`config.mk`:
```
export PLATFORM = sky130hd
export DESIGN_NAME = mem_port_arbiter_flat
export DESIGN_NICKNAME = d
export VERILOG_FILES = /design/src/rtl/mem_port_arbiter_if.sv /design/src/rtl/mem_port_arbiter.sv /design/src/flat_wrapper.sv
export SDC_FILE = /design/constraint.sdc
export NUM_CORES = 1
export LEC_CHECK = 0
export ABC_AREA = 1
export CAP_MARGIN = 10
export CORE_MARGIN = 2
export CORE_UTILIZATION = 35
export CTS_CLUSTER_DIAMETER = 100
export DETAILED_ROUTE_END_ITERATION = 8
export PLACE_DENSITY = 0.71
export RECOVER_POWER = 25
export REMOVE_ABC_BUFFERS = 1
export SLEW_MARGIN = 40
export SYNTH_ARGS = -nofsm -noshare
export SYNTH_HDL_FRONTEND = slang
export SYNTH_SLANG_ARGS = --single-unit
```
`constraint.sdc`:
```
create_clock -name CLK -period 2.1 [get_ports CLK]
set_clock_uncertainty 0.2 [all_clocks]
set_input_delay 0.63 -clock CLK [delete_from_list [all_inputs] [get_ports CLK]]
set_output_delay 0.63 -clock CLK [all_outputs]
set_load 0.01 [all_outputs]
```
`src/rtl/mem_port_arbiter_if.sv`:
```
// Shared bus bundle for mem_port_arbiter: fetch port, data port and backing-memory port.
// The arbiter connects through the master modport and its environment through the slave modport.
interface mem_port_arbiter_if;
   logic        I_REQ;
   logic [31:0] I_ADDR;
   logic [31:0] I_RDATA;
   logic        I_ACK;

   logic        D_REQ;
   logic        D_WE;
   logic [31:0] D_ADDR;
   logic [31:0] D_WDATA;
   logic [1:0]  D_SIZE;
   logic [31:0] D_RDATA;
   logic        D_ACK;

   logic        M_REQ;
   logic        M_WE;
   logic [31:0] M_ADDR;
   logic [31:0] M_WDATA;
   logic [1:0]  M_SIZE;
   logic [31:0] M_RDATA;
   logic        M_ACK;

   modport master (
      input  I_REQ, I_ADDR, D_REQ, D_WE, D_ADDR, D_WDATA, D_SIZE, M_RDATA, M_ACK,
      output I_RDATA, I_ACK, D_RDATA, D_ACK, M_REQ, M_WE, M_ADDR, M_WDATA, M_SIZE
   );

   modport slave (
      output I_REQ, I_ADDR, D_REQ, D_WE, D_ADDR, D_WDATA, D_SIZE, M_RDATA, M_ACK,
      input  I_RDATA, I_ACK, D_RDATA, D_ACK, M_REQ, M_WE, M_ADDR, M_WDATA, M_SIZE
   );
endinterface

```
`src/rtl/mem_port_arbiter.sv`:
```
// Two-port (fetch/data) arbiter onto one backing-memory port; data has priority.
// Define ARB_STARVE_GUARD_EN to let fetch win after STARVE_LIMIT back-to-back data grants.
module mem_port_arbiter #(
   parameter int STARVE_LIMIT = 4
) (
   input  logic               CLK,
   input  logic               RST,
   mem_port_arbiter_if.master bus
);

   typedef enum logic [1:0] {IDLE, I_XFER, D_XFER, RESP} state_t;

   state_t state;
   logic   starve_hit;
   logic   grant_d;

   if (STARVE_LIMIT < 1) begin : g_limit_check
      $error("STARVE_LIMIT must be at least 1");
   end

`ifdef ARB_STARVE_GUARD_EN
   localparam int CNT_W = $clog2(STARVE_LIMIT + 1);
   logic [CNT_W-1:0] starve_cnt;

   assign starve_hit = bus.I_REQ && (starve_cnt == CNT_W'(STARVE_LIMIT));
`else
   assign starve_hit = 1'b0;
`endif

   assign grant_d = bus.D_REQ && !starve_hit;

   // NOTE: every register here uses non-blocking assignment so all state updates see pre-edge values.
   always_ff @(posedge CLK) begin
      if (RST) begin
         state       <= IDLE;
         bus.M_REQ   <= 1'b0;
         bus.M_WE    <= 1'b0;
         bus.M_ADDR  <= '0;
         bus.M_WDATA <= '0;
         bus.M_SIZE  <= '0;
         bus.I_ACK   <= 1'b0;
         bus.D_ACK   <= 1'b0;
         bus.I_RDATA <= '0;
         bus.D_RDATA <= '0;
`ifdef ARB_STARVE_GUARD_EN
         starve_cnt  <= '0;
`endif
      end else begin
         bus.I_ACK <= 1'b0;
         bus.D_ACK <= 1'b0;
         case (state)
            IDLE: begin
               if (grant_d) begin
                  state       <= D_XFER;
                  bus.M_REQ   <= 1'b1;
                  bus.M_WE    <= bus.D_WE;
                  bus.M_ADDR  <= bus.D_ADDR;
                  bus.M_WDATA <= bus.D_WDATA;
                  bus.M_SIZE  <= bus.D_SIZE;
`ifdef ARB_STARVE_GUARD_EN
                  if (!bus.I_REQ)
                     starve_cnt <= '0;
                  else if (starve_cnt != CNT_W'(STARVE_LIMIT))
                     starve_cnt <= starve_cnt + 1'b1;
`endif
               end else if (bus.I_REQ) begin
                  // Fetches are always full-word reads.
                  state       <= I_XFER;
                  bus.M_REQ   <= 1'b1;
                  bus.M_WE    <= 1'b0;
                  bus.M_ADDR  <= bus.I_ADDR;
                  bus.M_WDATA <= '0;
                  bus.M_SIZE  <= 2'b10;
`ifdef ARB_STARVE_GUARD_EN
                  starve_cnt  <= '0;
`endif
               end
            end
            I_XFER: begin
               if (bus.M_ACK) begin
                  state       <= RESP;
                  bus.M_REQ   <= 1'b0;
                  bus.I_RDATA <= bus.M_RDATA;
                  bus.I_ACK   <= 1'b1;
               end
            end
            D_XFER: begin
               if (bus.M_ACK) begin
                  state       <= RESP;
                  bus.M_REQ   <= 1'b0;
                  bus.D_RDATA <= bus.M_RDATA;
                  bus.D_ACK   <= 1'b1;
               end
            end
            // The ACK cycle ignores requests, so a requester still holding REQ is not re-granted.
            RESP:    state <= IDLE;
            default: state <= IDLE;
         endcase
      end
   end

endmodule

```
`src/flat_wrapper.sv`:
```
// flat-port wrapper written by rule: the top's interface ports become plain ports
module mem_port_arbiter_flat 
#(
   parameter int STARVE_LIMIT = 4
)
  (CLK, RST, bus_I_REQ, bus_I_ADDR, bus_D_REQ, bus_D_WE, bus_D_ADDR, bus_D_WDATA, bus_D_SIZE, bus_M_RDATA, bus_M_ACK, bus_I_RDATA, bus_I_ACK, bus_D_RDATA, bus_D_ACK, bus_M_REQ, bus_M_WE, bus_M_ADDR, bus_M_WDATA, bus_M_SIZE);
  mem_port_arbiter_if bus_i ();
  input  logic CLK;
  input  logic RST;
  input wire logic [$bits(bus_i.I_REQ)-1:0] bus_I_REQ;
  input wire logic [$bits(bus_i.I_ADDR)-1:0] bus_I_ADDR;
  input wire logic [$bits(bus_i.D_REQ)-1:0] bus_D_REQ;
  input wire logic [$bits(bus_i.D_WE)-1:0] bus_D_WE;
  input wire logic [$bits(bus_i.D_ADDR)-1:0] bus_D_ADDR;
  input wire logic [$bits(bus_i.D_WDATA)-1:0] bus_D_WDATA;
  input wire logic [$bits(bus_i.D_SIZE)-1:0] bus_D_SIZE;
  input wire logic [$bits(bus_i.M_RDATA)-1:0] bus_M_RDATA;
  input wire logic [$bits(bus_i.M_ACK)-1:0] bus_M_ACK;
  output wire logic [$bits(bus_i.I_RDATA)-1:0] bus_I_RDATA;
  output wire logic [$bits(bus_i.I_ACK)-1:0] bus_I_ACK;
  output wire logic [$bits(bus_i.D_RDATA)-1:0] bus_D_RDATA;
  output wire logic [$bits(bus_i.D_ACK)-1:0] bus_D_ACK;
  output wire logic [$bits(bus_i.M_REQ)-1:0] bus_M_REQ;
  output wire logic [$bits(bus_i.M_WE)-1:0] bus_M_WE;
  output wire logic [$bits(bus_i.M_ADDR)-1:0] bus_M_ADDR;
  output wire logic [$bits(bus_i.M_WDATA)-1:0] bus_M_WDATA;
  output wire logic [$bits(bus_i.M_SIZE)-1:0] bus_M_SIZE;
  assign bus_i.I_REQ = bus_I_REQ;
  assign bus_i.I_ADDR = bus_I_ADDR;
  assign bus_i.D_REQ = bus_D_REQ;
  assign bus_i.D_WE = bus_D_WE;
  assign bus_i.D_ADDR = bus_D_ADDR;
  assign bus_i.D_WDATA = bus_D_WDATA;
  assign bus_i.D_SIZE = bus_D_SIZE;
  assign bus_i.M_RDATA = bus_M_RDATA;
  assign bus_i.M_ACK = bus_M_ACK;
  assign bus_I_RDATA = bus_i.I_RDATA;
  assign bus_I_ACK = bus_i.I_ACK;
  assign bus_D_RDATA = bus_i.D_RDATA;
  assign bus_D_ACK = bus_i.D_ACK;
  assign bus_M_REQ = bus_i.M_REQ;
  assign bus_M_WE = bus_i.M_WE;
  assign bus_M_ADDR = bus_i.M_ADDR;
  assign bus_M_WDATA = bus_i.M_WDATA;
  assign bus_M_SIZE = bus_i.M_SIZE;
  mem_port_arbiter #(.STARVE_LIMIT(STARVE_LIMIT)) u_core (.CLK(CLK), .RST(RST), .bus(bus_i));
endmodule
```
==> metrics.txt <==
run status=finished clean; Yosys warnings=0; share of cells above drive strength 1=0.1311; worst skew pair latency=0.41 ns; DR vias=5,504; post-route ant nets=0; slowest stage delay, CP=0.53 ns; Final Hold Fails=0; power density over cell area=1168 nW/um^2; crit path max-delay cell type=dlygate4sd3_1; WHS=0.2594 ns; GRT Overall Usage=0.1959; leakage power=4.107 nW; n_diodes=0; R2R Setup Slk=0.44 ns; Worst Setup End Kind=flip-flop; Congestion Overflow GR=0; worst vdd ir=0.0005407 V; Post-CTS Setup Inserts=0; port buffer count=269; Final Setup Violations=0; initial antenna violation count=0; GPL Wtd Cong=0.7714; fillers=1,437; CTS tree=built; most frequent cells in the layout=nor2_1, nand2_1, dfxtp_1; Sink Count=136; Setup CP Type=in2reg; Netlist cell types=22; H-tree Lvls=4; RSZ-0062 raised after global routing=false; Core Rows=45; Nets=1,126; Setup TNS Final=0 ns; register area share after synthesis=0.4945; Hold Path Class=reg2reg; largest net degree at the start of global routing=75; starting density of the core=0.3608; Tmin final=1.943 ns; Chip Width=129.4 um; DP HPWL=12.04 mm; worst rel slew slack=0.6025; Cell Area, Synth=5505 um^2; io pins=270; DR WL/cell=13.74 um; critical-path cell list=dlygate4sd3_1, buf_4, inv_6, nand2_8, nand2_2, buf_4, nand2_2, a21oi_2; CTS Buffer Depth=2; DRC=0; first-pass GRT wire length=25.50 mm; measured slew at the worst slew-check pin=0.5962 ns; crit path DAT=2.09 ns; total clock buffers created by CTS=17; Pre-Repair DR Iteration Count=4; Slew Limit Fails=0; Synth Instances=718; Die Footprint=16,750 um^2; Worst setup SP type=input port; Via density=4.549; #FFs+latches synth=136; Max Clock Freq=514.7 MHz; fin crit share=0.9252; Syn Area/Cell=7.668 um^2; CP max FO=12; number of max-cap violations=0; Syn-to-layout area delta=61.77%; Die H=129.4 um; commonest non-fill, non-tap cell in the layout=nor2_1; DRT Wirelength=16.63 mm; Initial DRC Count=285; buffer type at the clock tree root=clkbuf_16; core area=15,260 um^2; Critical Path RT=2.25 ns; vias in the first global route=5,028; Reg clk slew, reported paths=0.06 ns
## critical path: cells and delay by family
kind	cells	cell delay, ns
compound gates	1	0.11
buf+inv	4	1.05
simple gates	3	0.30
## power by group
part           switching (mW)  leakage [nW]  internal (mW)
sequential              0.298          1.12           3.21
clock                    1.11         0.293           1.84
combinational            2.17          2.70           1.77
## worst paths after layout
| check | startpoint | endpoint | cells past startpoint |
|---|---|---|---|
| max | bus_D_REQ | u_core.bus.M_WDATA[22] | 8 |
| min | u_core.bus.M_WDATA[28] | u_core.bus.M_WDATA[28] | 2 |
| max reg2reg | u_core.state[0] | u_core.bus.M_ADDR[5] | 6 |
| min reg2reg | u_core.bus.M_WDATA[28] | u_core.bus.M_WDATA[28] | 2 |
## routing by layer
layer	global-route usage	vias up	wire length, um
met3	0.06978	18	1503
met5	0	-	0
met4	0.08033	0	309
met2	0.3176	218	7661
li1	-	2831	-
met1	0.2374	2437	7155
## registers in the layout, summed over array words and instances (netlist names)
| name | count |
|---|---|
| u_core.bus.M_ADDR | 32 |
| u_core.bus.I_RDATA | 32 |
| u_core.bus.M_SIZE | 2 |
| u_core.bus.I_ACK | 1 |
| u_core.bus.M_WE | 1 |
| u_core.bus.M_REQ | 1 |
| u_core.bus.M_WDATA | 32 |
| u_core.state | 2 |
| u_core.bus.D_RDATA | 32 |
| u_core.bus.D_ACK | 1 |
## kinds of logic after synthesis
logic type / share of synthesized area
AO/OA/AOI/OAI: 0.1741
adder cells (fa/ha/maj): 0.009091
buffers and inverters: 0.06523
flip-flops: 0.4945
AND/OR/NAND/NOR: 0.2570
## synth_stat cells
cell type  number  area share
buf_4           1      0.0014
o21ai_0        93       0.085
nand2_2        30       0.034
inv_1           9      0.0061
nand3_1         2      0.0018
buf_1           1     0.00068
buf_8           2      0.0055
buf_2          31       0.028
nand2_4         1      0.0020
inv_2           2      0.0014
nand2_8         1      0.0036
a21oi_2        34       0.054
buf_12          3       0.011
nor2_1        169        0.12
a21oi_1        33       0.030
buf_6           1      0.0020
ha_1            4      0.0091
o21ai_1         6      0.0055
dfxtp_1       136        0.49
nand2_1       147        0.10
clkbuf_1       11      0.0075
inv_6           1      0.0016
## repair_timing
item	in CTS	in global routing
hold buffers	0	0
endpoints found under the setup margin	134	0
gates resized for setup	134	0
## metrics by stage
stage | total power, mW | worst slack, ns | utilization | cell area (um^2) | instances
finish | 10.41 | 0.1570 | 0.5837 | 8906 | 1210
global route | 11.09 | 0.08383 | 0.5837 | 8906 | 1210
CTS | 10.57 | 0.1509 | 0.5865 | 8949 | 1210
detailed placement | 8.018 | -0.06688 | 0.5586 | 8523 | 1178
global placement | 7.975 | -0.04963 | 0.5586 | 8523 | 1178
floorplan | 5.559 | -0.2700 | - | 5196 | 668
## final cells by class
| cell class | instances | area (um^2) | area share |
|---|---|---|---|
| timing repair buffer | 299 | 2858 | 0.3209 |
| sequential | 136 | 2723 | 0.3057 |
| multi-input combinational | 520 | 2419 | 0.2716 |
| clock buffer | 21 | 470.5 | 0.05282 |
| tap | 211 | 264.0 | 0.02964 |
| clock inverter | 11 | 122.6 | 0.01377 |
| inverter | 12 | 50.05 | 0.005620 |
No activity file was read; power rests on OpenSTA's default activity.
